==> src/rtl/cpu_sequencer.sv <==
// cpu_sequencer
// Instruction sequencer for the multi-cycle RV32I core. It fetches each
// instruction as four little-endian bytes over a byte-wide req/ack bus. It
// emits a one-cycle PC-increment strobe, then steps the execution stage
// counter until datapath_control retires the instruction. Bus stalls and
// stage-counter runaways end in a sticky FAULT state that only reset leaves.
//
// state    | meaning
// ---------+--------------------------------------------------------------
// FETCH(0) | bus_req high, collecting byte bus_lane of the instruction word
// INC(1)   | single-cycle PC+4 strobe, bus idle
// EXEC(2)  | instr_stg advances/holds until instr_done retires the instr
// FAULT(15)| terminal: bus stall timeout or stage overflow, frozen outputs

module cpu_sequencer #(
    parameter int unsigned BUS_TIMEOUT = 255
) (
    input  logic        clk,
    input  logic        rst_n,
    input  logic [7:0]  bus_rdata,
    input  logic        bus_ack,
    input  logic        instr_done,
    input  logic        stg_wait,
    output logic        bus_req,
    output logic [1:0]  bus_lane,
    output logic [3:0]  cpu_state,
    output logic        state,
    output logic [2:0]  instr_stg,
    output logic [31:0] instr,
    output logic        fault
);

    typedef enum logic [3:0] {
        ST_FETCH = 4'd0,
        ST_INC   = 4'd1,
        ST_EXEC  = 4'd2,
        ST_FAULT = 4'd15
    } seq_state_t;

    // Fault is taken on the edge at which the stall count would reach
    // BUS_TIMEOUT, so BUS_TIMEOUT cycles of unanswered request are tolerated.
    localparam logic [7:0] TMO_LAST = 8'(BUS_TIMEOUT - 1);
    localparam logic [2:0] STG_MAX  = 3'd7;

    seq_state_t  cur_st;
    seq_state_t  nxt_st;
    logic [1:0]  lane_q;
    logic [1:0]  lane_d;
    logic [2:0]  stg_q;
    logic [2:0]  stg_d;
    logic [31:0] instr_q;
    logic [31:0] instr_d;
    logic [7:0]  tmo_q;
    logic [7:0]  tmo_d;

    // State register and datapath registers; synchronous reset wins over all states.
    always_ff @(posedge clk) begin
        if (!rst_n) begin
            cur_st  <= ST_FETCH;
            lane_q  <= 2'd0;
            stg_q   <= 3'd0;
            instr_q <= 32'h0;
            tmo_q   <= 8'd0;
        end else begin
            cur_st  <= nxt_st;
            lane_q  <= lane_d;
            stg_q   <= stg_d;
            instr_q <= instr_d;
            tmo_q   <= tmo_d;
        end
    end

    // Next-state, byte capture, stage stepping and bus stall counting.
    always_comb begin
        nxt_st  = cur_st;
        lane_d  = lane_q;
        stg_d   = stg_q;
        instr_d = instr_q;
        tmo_d   = 8'd0;
        unique case (cur_st)
            ST_FETCH: begin
                if (bus_ack) begin
                    instr_d[{lane_q, 3'b000} +: 8] = bus_rdata;
                    lane_d = lane_q + 2'd1;
                    if (lane_q == 2'd3) begin
                        nxt_st = ST_INC;
                    end
                end else if (tmo_q == TMO_LAST) begin
                    nxt_st = ST_FAULT;
                end else begin
                    tmo_d = tmo_q + 8'd1;
                end
            end
            ST_INC: begin
                nxt_st = ST_EXEC;
                stg_d  = 3'd0;
            end
            ST_EXEC: begin
                if (instr_done) begin
                    nxt_st = ST_FETCH;
                    stg_d  = 3'd0;
                    lane_d = 2'd0;
                end else if (stg_wait) begin
                    stg_d = stg_q;
                end else if (stg_q == STG_MAX) begin
                    // Runaway (e.g. unimplemented opcode): trap rather than wrap.
                    nxt_st = ST_FAULT;
                end else begin
                    stg_d = stg_q + 3'd1;
                end
            end
            ST_FAULT: begin
                nxt_st = ST_FAULT;
            end
            default: begin
                nxt_st = ST_FAULT;
            end
        endcase
    end

    // Outputs are pure decodes of registered state, so no input reaches an output combinationally.
    always_comb begin
        bus_req   = (cur_st == ST_FETCH);
        state     = (cur_st == ST_INC);
        fault     = (cur_st == ST_FAULT);
        cpu_state = cur_st;
        bus_lane  = lane_q;
        instr_stg = stg_q;
        instr     = instr_q;
    end

endmodule

==> config.mk <==
export PLATFORM = sky130hd
export DESIGN_NAME = cpu_sequencer
export DESIGN_NICKNAME = d
export VERILOG_FILES = /design/src/rtl/cpu_sequencer.sv
export SDC_FILE = /design/constraint.sdc
export NUM_CORES = 1
export LEC_CHECK = 0
export CAP_MARGIN = 5
export CORE_MARGIN = 2
export CORE_UTILIZATION = 51
export CTS_BUF_LIST = sky130_fd_sc_hd__clkbuf_2 sky130_fd_sc_hd__clkbuf_4 sky130_fd_sc_hd__clkbuf_8
export DETAILED_ROUTE_END_ITERATION = 7
export MAX_ROUTING_LAYER = met4
export PLACE_DENSITY = 0.88
export SLEW_MARGIN = 20
export SYNTH_ARGS = -nofsm -noshare
export SYNTH_HDL_FRONTEND = slang
export SYNTH_SLANG_ARGS = --single-unit
==> constraint.sdc <==
create_clock -name clk -period 2.01 [get_ports clk]
set_input_delay 0.402 -clock clk [delete_from_list [all_inputs] [get_ports clk]]
set_output_delay 0.402 -clock clk [all_outputs]
set_load 0.05 [all_outputs]
==> results of run 1 <==
## routing by layer
| metal | global-route usage [%] | vias up | part of all wire [%] |
|---|---|---|---|
| met5 | - | - | 0 |
| met4 | 8.39 | 0 | 2.0 |
| met3 | 4.50 | 13 | 6.1 |
| met2 | 35.3 | 85 | 47 |
| met1 | 32.1 | 1050 | 45 |
| li1 | - | 1085 | - |
## state kept, by name (all words and copies together), names as in the netlist
signal and flops:
bus_lane 2, instr 32, tmo_q 8, cpu_state 3, instr_stg 3
## cell type report
type / instances / area, um^2 / share of cell area, %
sequential: 48 / 962 / 31.3
timing repair buffer: 72 / 722 / 23.5
multi-input combinational: 191 / 1200 / 39.0
inverter: 6 / 27.5 / 0.895
clock buffer: 7 / 90.1 / 2.93
clock inverter: 1 / 7.51 / 0.244
tap: 52 / 65.1 / 2.12
## worst max-delay path, cell delays in order (launching register included)
cell and delay, ns:
dfxtp_1 0.39, or3_1 0.55, clkinv_4 0.17, buf_12 0.15
## path summary, 6_finish.rpt
path,from,endpoint,slack [ns],cells after the start
max,cpu_state[0],bus_req,0.05,3
min,instr[29],instr[29],0.46,2
max reg2reg,bus_lane[0],instr[9],0.17,6
min reg2reg,instr[29],instr[29],0.46,2
## per-stage QoR
step                      power (mW)  setup slack, ns
after global placement          2.56            0.214
after floorplan                 2.18           0.0185
after CTS                       3.20           0.0615
after global routing            3.35          0.00914
after detailed placement        2.60            0.147
final                           3.21           0.0533
## layout by cell type (no fill, tap or decap), types with 2 or more instances in the layout
cell,n
o211ai_1,3
ha_1,10
and2_1,12
clkbuf_8,6
nor3_1,4
inv_1,5
or3_1,2
o31ai_1,2
nand2_1,29
o2111ai_1,3
a21oi_1,16
clkdlybuf4s50_1,47
buf_12,5
o21ai_0,34
dfxtp_1,47
xor2_1,2
o21a_1,2
nor4b_2,2
nor4bb_1,2
nand3b_1,2
nand3_1,8
nand4_1,32
nor2_1,6
nand2b_1,3
buf_4,19
## logic make-up after synthesis
| group | count (synthesis) |
|---|---|
| buffers and inverters | 29 |
| and+or+nand+nor | 111 |
| adders and majority gates | 10 |
| muxes | 1 |
| DFF | 48 |
| xor gates and xnor gates | 3 |
| AOI/OAI and AO/OA | 66 |
## what timing repair did
item                       CTS  global route
hold buffers                 0             0
resized for setup            1             0
setup endpoints to repair    1             0
## power groups by stage
| stage | logic [mW] | clock network (mW) | registers, mW |
|---|---|---|---|
| after floorplan | 0.875 | 0 | 1.31 |
| after global placement | 1.45 | 0 | 1.11 |
| after detailed placement | 1.48 | 0 | 1.11 |
| after CTS | 1.49 | 0.619 | 1.09 |
| after global routing | 1.59 | 0.655 | 1.10 |
| final | 1.50 | 0.610 | 1.10 |
==> flow_metrics.tcl, run 1 <==
set metrics [dict create \
    fin_hold_ws_ns 0.462 \
    port_buffers 56 \
    ant_nets 0 \
    dp_cells 369 \
    fillers 339 \
    critPathArrivalTime_ns 1.55 \
    fin_util_pct 70.6 \
    cts_sinks 48 \
    syn_nets 291 \
    maxCapViolations 0 \
    grt_overflow 0 \
    ys_seq_area_share_pct 41.6 \
    fmaxAchievable_mhz 511 \
    cts_root_buf "clkbuf_8" \
    syn_area_per_cell_um2 8.62 \
    synth_largest_area_cell "dfxtp_1" \
    p_sw_share_pct 42.1 \
    syn-instance-count 268 \
    p_comb_share_pct 46.8 \
    wl_per_cell_um 15.0 \
    placed_area_mm2 0.00298 \
    totalWireLength_um 5650 \
    cp_max_fo 11 \
    slew_violations 0 \
    worstMarginPinSlew_ns 0.510 \
    worst-setup-path-type "flip-flop to output port" \
    clk_pin_slew_ns 0.09 \
    synth_xor_area_share_pct 1.14 \
    synth_area_leaders "dfxtp_1 42%, nand4_1 8.7%, o21ai_0 7.4%, ha_1 5.4%, nand2_1 4.7%" \
    synth_edf_count 0 \
    syn2layout_area_growth_pct 33.1 \
    insertion_delay_ns 0.30 \
    setup_viol 0 \
    worstSetupEndpointType "output port" \
    synth-main-ff-cell "dfxtp_1" \
    ys_types 43 \
    place_congestion 0.884 \
    cts_made_buffers 5 \
    async_flop_share_pct 0 \
    power_frac_clock_pct 19.0 \
    ios 57 \
    vias 2233 \
    drt_iter0_markers 183 \
    synth.area.mux_share_pct 0.433 \
    cts-htree-levels 2 \
    synthTopCellsByCount "48 x dfxtp_1, 34 x o21ai_0, 32 x nand4_1" \
    drt-vias-per-instance 5.92 \
    fin_crit_ns 1.96 \
    grt_pass1_wl_um 9430 \
    drive_gt1_share_pct 12.9 \
    synth_top_family_by_area "simple AND/OR/NAND/NOR gates" \
    ir_worst_vdd_mv 0.869 \
    ys_ff_latch 48 \
    first_pass_iters 4 \
    critical_path_required_ns 1.61 \
    first_global_vias 2016 \
    fin_skew_ns 0.00643 \
    post-cts-setup-buffer-count 0 \
    rows 24 \
    synth_top_area_share_pct 41.6 \
    slew_headroom_pct 65.9 \
    p_sw_mw 1.35 \
    p_int_mw 1.86 \
    nets 347 \
    fin_crit_sh_pct 97.3 \
    start_util_pct 53.0 \
    synth_compound_area_share_pct 16.7 \
    tns_ns 0 \
    dieArea_mm2 0.00508 \
    core_mm2 0.00435 \
    synthAdderAreaFrac_pct 5.42 \
    fp.dieH_um 71.3 \
    drc 0 \
    antenna_found_initial 0 \
    dp_hpwl_um 4100 \
    rsz0062_at_grt "false" \
    netlist_area_mm2 0.00231 \
    p_per_area_mw_per_mm2 1040 \
    grt_max_degree 21 \
    critPathLaunchType "flip-flop" \
    die_w_um 71.3 \
    clockBufferDepth 2 \
    outcome "completed" \
    power_leakage_nw 1.09 \
    tritoncts "done" \
    grt_use_total_pct 23.6 \
    hold_path_class "flip-flop to flip-flop" \
    design_area_mm2 0.00307 \
    synth-simple-area-share_pct 27.7 \
    diodes 0 \
    seqPwrFrac_pct 34.2 \
    synth.most_common_cell "dfxtp_1" \
    final_cells 377 \
    hold_violations 0 \
    yosysWarnings 0 \
]
Power figures use the tool's default switching activity.
==> run 2: changes to the inputs <==
- CORE_UTILIZATION: 51 -> 50
- PLACE_DENSITY: 0.88 -> 0.87
==> run 2 against run 1 <==
Against the previous run: sequential power is essentially flat; combinational power is essentially flat; flip-flop and latch count is the same; critical path depth shrank 2; clock skew grew 0.0019 ns; routed wire length shrank 0.83%; largest power group unchanged.
==> flow_metrics.tcl, run 2 (synthesized netlist as in run 1, its figures left out) <==
set metrics [dict create \
    outcome "completed" \
    port_buffers 56 \
    totalWireLength_um 5610 \
    grt_pass1_wl_um 9100 \
    final_cell_mix "47 x dfxtp_1, 47 x clkdlybuf4s50_1, 34 x o21ai_0" \
    power_leakage_nw 1.08 \
    dp_cells 367 \
    fin_crit_sh_pct 96.4 \
    start_util_pct 52.3 \
    cts-htree-levels 2 \
    drt_iter0_markers 186 \
    drt-vias-per-instance 5.77 \
    setup_viol 0 \
    worst_hold_path.num_cells 2 \
    cts_made_buffers 5 \
    maxCapViolations 0 \
    critPathLaunchType "flip-flop" \
    slew_violations 0 \
    rsz0062_at_grt "false" \
    critical_path_required_ns 1.61 \
    path_depth 1 \
    drc 0 \
    design_area_mm2 0.00308 \
    grt_overflow 0 \
    place_congestion 0.851 \
    first_global_vias 1959 \
    core_mm2 0.00441 \
    diodes 0 \
    worstSetupEndpointType "output port" \
    slew_headroom_pct 65.6 \
    fmaxAchievable_mhz 516 \
    p_per_area_mw_per_mm2 1040 \
    die_w_um 72.0 \
    tritoncts "done" \
    antenna_found_initial 0 \
    nets 345 \
    critPathArrivalTime_ns 1.53 \
    grt_max_degree 30 \
    fp.dieH_um 72.0 \
    critPathMaxStageDelay_ns 0.82 \
    fin_hold_ws_ns 0.461 \
    largest_register_ffs 32 \
    rows 24 \
    ir_worst_vdd_mv 1.05 \
    ios 57 \
    cp_max_fo 5 \
    path_delay_family "buffers and inverters" \
    clk_pin_slew_ns 0.09 \
    path_buf_inv 1 \
    fin_crit_ns 1.94 \
    tns_ns 0 \
    hp-start "instr[31]" \
    placed_area_mm2 0.00299 \
    fin_util_pct 69.9 \
    dieArea_mm2 0.00518 \
    critPathSlowestCell "clkdlybuf4s50_1" \
    cts_root_buf "clkbuf_8" \
    drive_gt1_share_pct 12.4 \
    post-cts-setup-buffer-count 0 \
    worstMarginPinSlew_ns 0.514 \
    wl_per_cell_um 14.9 \
    final_cells 375 \
    insertion_delay_ns 0.31 \
    hold_violations 0 \
    worstRegToRegCells 6 \
    syn2layout_area_growth_pct 33.5 \
    fillers 364 \
    worst-setup-path-type "flip-flop to output port" \
    hold_path_class "flip-flop to flip-flop" \
    startpoint "instr_stg[0]" \
    clockBufferDepth 2 \
    vias 2164 \
    crit_chain "clkdlybuf4s50_1" \
    first_pass_iters 4 \
    r2r-start "bus_lane[0]" \
    dp_hpwl_um 4100 \
    ant_nets 0 \
    grt_use_total_pct 23.0 \
    fin_skew_ns 0.00835 \
    cts_sinks 48 \
]
==> run 2: cell count changes in the layout (fill, tap and decap cells not counted), sizes merged <==
cell and delta:
buf -2, clkbuf -1, clkinvlp +1
==> run 2: where the power goes <==
group / leakage, nW / switching, mW / internal (mW) / total (mW)
Sequential: 0.388 / 0.0664 / 1.02 / 1.09
Combinational: 0.651 / 0.953 / 0.548 / 1.50
Clock: 0.0434 / 0.326 / 0.278 / 0.604
==> run 2: through the flow <==
stage / setup slack, ns / total power [mW]
4_1_cts: 0.0643 / 3.19
6_report: 0.0733 / 3.19
2_1_floorplan: 0.0185 / 2.18
3_3_place_gp: 0.149 / 2.56
5_1_grt: 0.0110 / 3.35
3_5_place_dp: 0.0929 / 2.59
==> run 2: final timing paths <==
path              slack [ns]           end
hold reg to reg         0.46     instr[31]
hold / removal          0.46     instr[31]
setup reg to reg        0.16      instr[4]
setup / recovery        0.07  instr_stg[0]
==> run 2: layout make-up <==
| cell class | instances | area [um^2] | share of cell area [%] |
|---|---|---|---|
| Clock buffer | 6 | 82.6 | 2.68 |
| Tap cell | 52 | 65.1 | 2.11 |
| Multi-Input combinational cell | 191 | 1200 | 38.9 |
| Sequential cell | 48 | 962 | 31.2 |
| Inverter | 6 | 27.5 | 0.892 |
| Clock inverter | 2 | 15.0 | 0.487 |
| Timing Repair Buffer | 70 | 732 | 23.7 |
==> run 2: per-layer routing <==
metal	global-route usage (%)	wire [um]
met2	35.1	2640
met5	-	0
met4	10.3	110
met3	3.89	348
met1	30.2	2510
==> run 2: what timing repair did <==
| item | CTS | global route |
|---|---|---|
| endpoints found under the hold margin | 0 | 0 |
| hold buffers | 0 | 0 |
| gates resized for setup | 1 | 0 |
| setup endpoints to repair | 1 | 0 |
==> run 2: worst register-to-register path, cell delays in order, from the launching register on <==
cell and delay (ns):
dfxtp_2 0.45, inv_1 0.12, ha_1 0.38, nor4bb_1 0.34, buf_4 0.22, nand4_1 0.11, a21oi_1 0.16
